`config.mk`:
```
export PLATFORM = sky130hd
export DESIGN_NAME = ins_issue
export DESIGN_NICKNAME = d
export VERILOG_FILES = /design/src/rtl/ins_issue.sv
export SDC_FILE = /design/constraint.sdc
export NUM_CORES = 1
export LEC_CHECK = 0
export BUFFER_PORTS_ARGS = -buffer_cell sky130_fd_sc_hd__buf_2
export CORE_ASPECT_RATIO = 1.75
export CORE_MARGIN = 3
export CORE_UTILIZATION = 40
export DETAILED_ROUTE_END_ITERATION = 10
export GPL_TIMING_DRIVEN = 0
export PLACE_DENSITY_LB_ADDON = 0.08
export SETUP_SLACK_MARGIN = 0.5
export SLEW_MARGIN = 20
export SYNTH_ARGS = -nofsm -noshare
export SYNTH_HDL_FRONTEND = slang
export SYNTH_SLANG_ARGS = --single-unit
```
`constraint.sdc`:
```
create_clock -name clk -period 13 [get_ports clk]
set_input_delay 0.65 -clock clk [delete_from_list [all_inputs] [get_ports clk]]
set_output_delay 0.65 -clock clk [all_outputs]
set_load 0.02 [all_outputs]
```
`src/rtl/ins_issue.sv`:
```
// ----------------------------------------------------------------------------
// ins_issue
//
// Instruction issue unit. The host writes instruction words into a FIFO. A
// one-cycle start pulse begins a run that hands run_len words (0 = 256) to a
// controller, one at a time, over a valid/ready handshake. Issues are paced
// by a mandatory idle cycle between offers. Once the last word is accepted,
// the unit waits for the controller to report two consecutive idle samples,
// then pulses done.
//
// Ports
//   clk        : single clock, rising-edge
//   rst        : asynchronous active-low reset (release synchronised inside)
//   wr_valid   : host write request
//   wr_ready   : FIFO not full
//   wr_ins     : host instruction word
//   start      : one-cycle pulse that begins a run (honoured only when idle)
//   run_len    : instructions to issue, sampled on start; 0 means 256
//   ins_valid  : instruction offered to the controller
//   ins_ready  : one-cycle acceptance pulse from the controller
//   ins        : offered instruction (opcode in [INST_W-1:INST_W-2])
//   working    : controller busy flag
//   busy       : run in progress
//   done       : one-cycle pulse at end of run
//   issued_cnt : instructions accepted in the current or last run
//   fifo_cnt   : FIFO occupancy
// ----------------------------------------------------------------------------
module ins_issue #(
  parameter int unsigned INST_W = 64,
  parameter int unsigned DEPTH  = 16
) (
  input  logic                   clk,
  input  logic                   rst,
  input  logic                   wr_valid,
  output logic                   wr_ready,
  input  logic [INST_W-1:0]      wr_ins,
  input  logic                   start,
  input  logic [7:0]             run_len,
  output logic                   ins_valid,
  input  logic                   ins_ready,
  output logic [INST_W-1:0]      ins,
  input  logic                   working,
  output logic                   busy,
  output logic                   done,
  output logic [7:0]             issued_cnt,
  output logic [$clog2(DEPTH):0] fifo_cnt
);

  localparam int unsigned AW   = $clog2(DEPTH);
  localparam logic [AW:0] FULL = (AW+1)'(DEPTH);

  typedef enum logic [2:0] {
    IDLE,
    FETCH,
    OFFER,
    GAP,
    DRAIN
  } state_e;

  // --------------------------------------------------------------------------
  // Reset release synchroniser. Assertion is asynchronous everywhere; starts
  // are only honoured once the deasserted reset has passed two flops.
  // --------------------------------------------------------------------------
  logic [1:0] rst_sync_q;
  logic       run_en;

  always_ff @(posedge clk or negedge rst) begin
    if (!rst) rst_sync_q <= '0;
    else      rst_sync_q <= {rst_sync_q[0], 1'b1};
  end

  assign run_en = rst_sync_q[1];

  // --------------------------------------------------------------------------
  // Instruction FIFO
  // --------------------------------------------------------------------------
  logic [INST_W-1:0] mem_q [DEPTH];
  logic [AW-1:0]     wr_ptr_q, wr_ptr_d;
  logic [AW-1:0]     rd_ptr_q, rd_ptr_d;
  logic [AW:0]       cnt_q, cnt_d;
  logic              push, pop;
  logic [INST_W-1:0] head;

  assign wr_ready = (cnt_q < FULL);
  assign push     = wr_valid && wr_ready;
  // Only an accepted offer consumes the head word.
  assign pop      = ins_valid && ins_ready;
  assign head     = mem_q[rd_ptr_q];

  always_ff @(posedge clk) begin
    if (push) mem_q[wr_ptr_q] <= wr_ins;
  end

  always_comb begin
    wr_ptr_d = wr_ptr_q;
    rd_ptr_d = rd_ptr_q;
    cnt_d    = cnt_q;
    if (push) wr_ptr_d = wr_ptr_q + AW'(1);
    if (pop)  rd_ptr_d = rd_ptr_q + AW'(1);
    if (push && !pop)      cnt_d = cnt_q + (AW+1)'(1);
    else if (!push && pop) cnt_d = cnt_q - (AW+1)'(1);
  end

  always_ff @(posedge clk or negedge rst) begin
    if (!rst) begin
      wr_ptr_q <= '0;
      rd_ptr_q <= '0;
      cnt_q    <= '0;
    end else begin
      wr_ptr_q <= wr_ptr_d;
      rd_ptr_q <= rd_ptr_d;
      cnt_q    <= cnt_d;
    end
  end

  assign fifo_cnt = cnt_q;

  // --------------------------------------------------------------------------
  // Issue FSM: state register
  // --------------------------------------------------------------------------
  state_e state_q, state_d;
  logic   w0_seen_q;
  logic [8:0] rem_q;

  always_ff @(posedge clk or negedge rst) begin
    if (!rst) state_q <= IDLE;
    else      state_q <= state_d;
  end

  // --------------------------------------------------------------------------
  // Issue FSM: next state
  // --------------------------------------------------------------------------
  always_comb begin
    state_d = state_q;
    case (state_q)
      IDLE:    if (start && run_en) state_d = FETCH;
      FETCH:   if (cnt_q != '0) state_d = OFFER;
      OFFER:   if (ins_ready) state_d = (rem_q == 9'd1) ? DRAIN : GAP;
      GAP:     state_d = FETCH;
      DRAIN:   if (!working && w0_seen_q) state_d = IDLE;
      default: state_d = IDLE;
    endcase
  end

  // --------------------------------------------------------------------------
  // Issue FSM: outputs and datapath controls
  // --------------------------------------------------------------------------
  logic start_run, load, accept, drain_exit;

  always_comb begin
    ins_valid  = (state_q == OFFER);
    busy       = (state_q != IDLE);
    start_run  = (state_q == IDLE) && start && run_en;
    load       = (state_q == FETCH) && (cnt_q != '0);
    accept     = (state_q == OFFER) && ins_ready;
    drain_exit = (state_q == DRAIN) && !working && w0_seen_q;
  end

  // --------------------------------------------------------------------------
  // Run datapath
  // --------------------------------------------------------------------------
  logic [8:0]        rem_d;
  logic [7:0]        issued_q, issued_d;
  logic [INST_W-1:0] ins_q, ins_d;
  logic              w0_seen_d;
  logic              done_q, done_d;

  always_comb begin
    rem_d    = rem_q;
    issued_d = issued_q;
    ins_d    = ins_q;
    if (start_run) begin
      // Nine bits so that run_len = 0 can stand for 256.
      rem_d    = (run_len == 8'd0) ? 9'd256 : {1'b0, run_len};
      issued_d = '0;
    end
    if (load) ins_d = head;
    if (accept) begin
      rem_d    = rem_q - 9'd1;
      issued_d = issued_q + 8'd1;
    end
    // First idle sample of working while draining; a second one ends the run.
    w0_seen_d = (state_q == DRAIN) && !working;
    done_d    = drain_exit;
  end

  always_ff @(posedge clk or negedge rst) begin
    if (!rst) begin
      rem_q     <= '0;
      issued_q  <= '0;
      ins_q     <= '0;
      w0_seen_q <= 1'b0;
      done_q    <= 1'b0;
    end else begin
      rem_q     <= rem_d;
      issued_q  <= issued_d;
      ins_q     <= ins_d;
      w0_seen_q <= w0_seen_d;
      done_q    <= done_d;
    end
  end

  assign ins        = ins_q;
  assign issued_cnt = issued_q;
  assign done       = done_q;

endmodule

```
; ---- After elaboration in Yosys (flattened, before gate mapping)
; Memory sizes are Yosys's and may differ from the RTL's. A register that Yosys moved wholly into a read port is not among the register bits.
; Index checks and enable logic that the tools add are counted.
[word_totals]
n_memories = 1
ff_bits = 37
ramBits = 1024
word_cells = 63
latch_bits = 0
mem_bits_ro = 0
inputBits = 78
[memory_table]
columns = memory, words, word_bits, rd, rd_clocked_by_memory_dff, write_ports, line_no
row1 = mem_q, 16, 64, 1, 1, 1, 77  ; logic [INST_W-1:0] mem_q [DEPTH];
[classes]
eq_ne = 9
muxes = 15
add_sub_neg = 6
magnitude_cmp = 1
shifts = 0
n_div = 0
bitwise_logic = 0
mul = 0
reduce_logical = 22
[ops]
columns = cell, count
row1 = 9-bit two-way mux, 3
row2 = 8-bit two-way mux, 2
row3 = 3-bit two-way mux, 5
row4 = 3-bit case mux with 5 select lines, 1
row5 = 1-bit logical AND, 11
row6 = 5-bit two-way mux, 2
row7 = 9-bit by 1-bit equality test with 1-bit output (second input constant), 1
row8 = 9-bit by 1-bit subtractor with 9-bit output (second input constant), 1
row9 = 4-bit by 1-bit adder with 4-bit output (second input constant), 2
row10 = 8-bit by 1-bit adder with 8-bit output (second input constant), 1
row11 = 8-bit zero test, 1
row12 = 3-bit by 2-bit equality test with 1-bit output (second input constant), 2
row13 = 2-bit != test (second input constant), 3
row14 = 5-bit by 1-bit adder with 5-bit output (second input constant), 1
row15 = 5-bit less-than comparator (second input constant), 1
row16 = 5-bit nonzero test, 1
row17 = 5-bit by 1-bit subtractor with 5-bit output (second input constant), 1
row18 = 1-bit zero test, 4
row19 = 4-bit AND reduction, 1
row20 = 2-bit nonzero test, 2
row21 = 3-bit by 1-bit equality test with 1-bit output (second input constant), 1
row22 = 3-bit equality test (second input constant), 1
row23 = 3-bit zero test, 1
row24 = 3-bit nonzero test, 1
row25 = other kinds (2), 3

; ---- Longest topological paths before layout
[logic_depth]
ltp_word = 6
mapped_depth = 10
mapped_depth_nobuf = 9

; ---- Least setup slack after synthesis
; No wires, ideal clock.
[synth_timing]
kind = input to register
startpoint = input wr_valid
endpoint = memory mem_q[3][0] (enable)
required_time_ns = 12.436
slack_ns = 6.869
path_stages = 4
arrival_ns = 5.567
path_buffers = 1
path_cell_list = nor2b_1 > clkbuf_1 > nand2_1 > nor3_1
[synth_via]
elab_chain_len = 3
[synth_rtl]
columns = item, line_no
row1 = start: declaration, 34  ; input logic wr_valid,
row2 = 1-bit logical AND, 85  ; assign push = wr_valid && wr_ready;
row3 = net push, 81  ; logic push, pop;
row4 = 1-bit two-way mux, 91  ; if (push) mem_q[wr_ptr_q] <= wr_ins;
row5 = 1-bit two-way mux (implied by the code), 91
row6 = end: declaration, 77
; The timed path passes the listed nets, and every way through them passes these cells.

; ---- Final worst setup path
[layout_timing]
startpoint = register state_q[0]
endpoint = register cnt_q[4], in the netlist fifo_cnt[4]
[layout_via]
elab_chain_len = 5
[layout_rtl]
columns = item, line_no
row1 = start: declaration, 121  ; state_e state_q, state_d;
row2 = start signal: assignment, 127  ; else state_q <= state_d;
row3 = 3-bit by 2-bit equality test with 1-bit output (*), 151  ; ins_valid = (state_q == OFFER);
row4 = 1-bit logical AND (*), 87  ; assign pop = ins_valid && ins_ready;
row5 = 1-bit zero test, 100  ; if (push && !pop) cnt_d = cnt_q + (AW+1)'(1);
row6 = 1-bit logical AND, 100
row7 = 5-bit two-way mux / 2-bit nonzero test (equally long branches), n/a
row8 = end signal: assignment, 112  ; cnt_q <= cnt_d;
row9 = end: declaration, 80  ; logic [AW:0] cnt_q, cnt_d;
; Every way passes the cells marked *; elsewhere a longest branch is shown, timed or not.
; A chain may end at the register's enable or synchronous reset.

==> flow_summary.json <==
{
  "seq_area_frac_synth_pct": 77.16,
  "dp_hpwl_mm": 75.10,
  "cts.path.max_buffers": 3,
  "fin_skew_ns": 0.02605,
  "p_per_area_nw_per_um2": 214.6,
  "synth_common_cells": "edfxtp_1 (1024), mux4_2 (256), dfrtp_1 (101), o22ai_1 (80), mux2_2 (64)",
  "drive_gt1_share_pct": 38.92,
  "synth-seq-cells": 1125,
  "die_x_um": 254.2,
  "fin_nets": 2371,
  "num_vias": 20920,
  "setup_viol": 0,
  "slew_viol_final": 0,
  "ant_nets": 0,
  "path_clk_slew_ns": 0.06,
  "ys_types": 53,
  "grt_max_degree": 59,
  "cts.htree.levels": 3,
  "hold_violations": 0,
  "antenna_found_initial": 17,
  "fin_tns_setup_ns": 0,
  "crit_type": "reg2reg",
  "avgRoutedWirePerCell_um": 29.90,
  "crit_arrival_ns": 3.90,
  "utilization_pct": 47.85,
  "max-vdd-ir-drop_v": 0.0001294,
  "initial_core_util_pct": 40.48,
  "top_level_ports": 159,
  "wirelength_mm": 111.7,
  "clock_latency_ns": 0.69,
  "multi_input_area_um2": 9260,
  "fmax_mhz": 304.0,
  "die-area_um2": 112000,
  "path_max_fanout": 10,
  "rsz0062_at_grt": "no",
  "portBuffers": 158,
  "yosysWarnings": 0,
  "core_um2": 106600,
  "cts_root_buf": "clkbuf_16",
  "power_w": 0.01094,
  "routed_via_density": 5.600,
  "synth_flop_cell": "edfxtp_1",
  "synth_most_common_cell": "edfxtp_1",
  "die_y_um": 440.4,
  "ff_latch_area_um2": 33280,
  "gp_congestion": 0.7116,
  "synthTopCellsByArea": "edfxtp_1 (71%), mux4_2 (13%), dfrtp_1 (5.9%)",
  "leakage_nw": 16.38,
  "syn-num-nets": 2010,
  "hold_class": "in2reg",
  "synthArstFlopShare_pct": 8.978,
  "post_cts_buffers": 0,
  "outcome": "finished, final reports clean",
  "start_kind": "register",
  "cts_tree": "yes",
  "drt_pass1_iterations": 5,
  "placementRows": 158,
  "cts-resized-gates": 0,
  "syn2layout_area_growth_pct": 18.22,
  "netlist.area_leader.share_pct": 71.30,
  "numClockSinks": 1125,
  "synth_cells": 1918,
  "finalCritPeriodShare_pct": 25.30,
  "grt_pass1_vias": 22676,
  "grt_pass1_wl_mm": 161.5,
  "synth_area_um2": 43130,
  "worst_pin_slew_ns": 1.103,
  "ctsHoldBuffers": 1,
  "drt_iter0_drc": 1801,
  "endpoint_kind": "register",
  "cts_buffers": 105,
  "whs_ns": 0.1258,
  "grt_use_total_pct": 20.43,
  "postSynthAreaPerCell_um2": 22.49,
  "grt_remaining_overflow": 0,
  "drc": 0,
  "critical_path_required_ns": 13.61,
  "min_period_ns": 3.289,
  "synth_edf_count": 1024,
  "yosysTopAreaCell": "edfxtp_1",
  "nFillCells": 8777,
  "cap_violations": 0,
  "slew_headroom_pct": 26.50
}
[layout by cell type, fill, tap and decap left out, types with 11 or more instances in the layout]
master | Yosys | routed
nand2_1 | 28 | 28
nor2_4 | 0 | 12
bufinv_16 | 0 | 13
clkbuf_8 | 0 | 16
o21ai_0 | 14 | 14
buf_12 | 0 | 23
buf_6 | 27 | 40
dfrtp_1 | 101 | 101
a21oi_2 | 50 | 50
o22ai_2 | 50 | 50
mux2_2 | 64 | 64
clkbuf_16 | 0 | 108
clkinv_2 | 0 | 19
mux4_2 | 256 | 256
buf_2 | 24 | 181
buf_16 | 0 | 27
a21oi_1 | 22 | 22
nor2_1 | 25 | 13
buf_4 | 8 | 40
ha_1 | 13 | 13
clkbuf_1 | 37 | 58
o22ai_1 | 80 | 80
edfxtp_1 | 1024 | 1024
buf_1 | 11 | 11
[cell type report]
cell class | instances | share of cell area, %
multi-input cells | 676 | 18.16
well taps | 1360 | 3.337
diodes | 7 | 0.03436
repair buffers | 254 | 4.709
flip-flops and latches | 1125 | 65.27
inverters | 10 | 0.07362
clock buffers | 145 | 5.887
plain buffers | 107 | 1.303
clock inverters | 52 | 1.227
[through the flow]
stage	cells	cell area, um^2	worst slack [ns]
6_report	3736	50990	9.711
5_1_grt	3729	50970	9.404
4_1_cts	3729	50970	9.691
3_5_place_dp	3531	47330	9.437
3_3_place_gp	3436	45620	-0.3038
2_1_floorplan	1918	43130	6.869
[worst max-delay path, cell delays in order (launching register included)]
cell      delay, ns
dfrtp_1        0.46
nor4bb_1       0.29
clkbuf_1       0.34
clkinv_1       0.51
ha_1           0.41
inv_1          0.15
ha_1           0.27
a21o_1         0.19
a21oi_1        0.20
mux2i_1        0.24
xnor2_1        0.13
[state kept, by name, indices dropped and copies added (netlist names)]
name and cells:
issued_cnt 8, rem_q 9, w0_seen_q 1, rd_ptr_q 4
rst_sync_q 2, done 1, fifo_cnt 5, mem_q 1024
ins 64, state_q 3, wr_ptr_q 4
[layer usage]
layer	GRT usage, %	routed length (um)	vias up
met5	0	92	-
met3	3.778	5709	152
met2	37.05	60710	514
li1	-	-	8849
met1	24.98	42770	11391
met4	5.323	2411	14
[cells by family (layout without fill, tap and decap cells)]
| family | count (synthesis) | after routing | share of synthesized area [%] |
|---|---|---|---|
| xor gates and xnor gates | 10 | 10 | 0.2031 |
| other | 1 | 8 | 0.008695 |
| DFF | 1125 | 1125 | 77.16 |
| AOI/OAI and AO/OA | 236 | 236 | 4.427 |
| and+or+nand+nor | 94 | 94 | 1.091 |
| muxes | 321 | 321 | 15.06 |
| adders and majority gates | 14 | 14 | 0.4236 |
| buffers and inverters | 117 | 568 | 1.627 |
[final timing paths]
path | from | depth (start not counted) | slack [ns] | endpoint
max | state_q[0] | 10 | 9.71 | fifo_cnt[4]
max reg2reg | state_q[0] | 10 | 9.71 | fifo_cnt[4]
max in group asynchronous | rst | 3 | 11.69 | ins[41]
min in group asynchronous | rst | 2 | 0.50 | ins[22]
min | working | 2 | 0.13 | w0_seen_q
min reg2reg | rst_sync_q[0] | 0 | 0.36 | rst_sync_q[1]
[power by group]
part | leakage, nW | internal [W] | switching, W | total (W)
logic | 4.22 | 0.00140 | 0.00185 | 0.00325
clock network | 1.77 | 0.00188 | 0.00134 | 0.00321
registers | 10.4 | 0.00430 | 0.000186 | 0.00448
No activity file was read; power rests on OpenSTA's default activity.
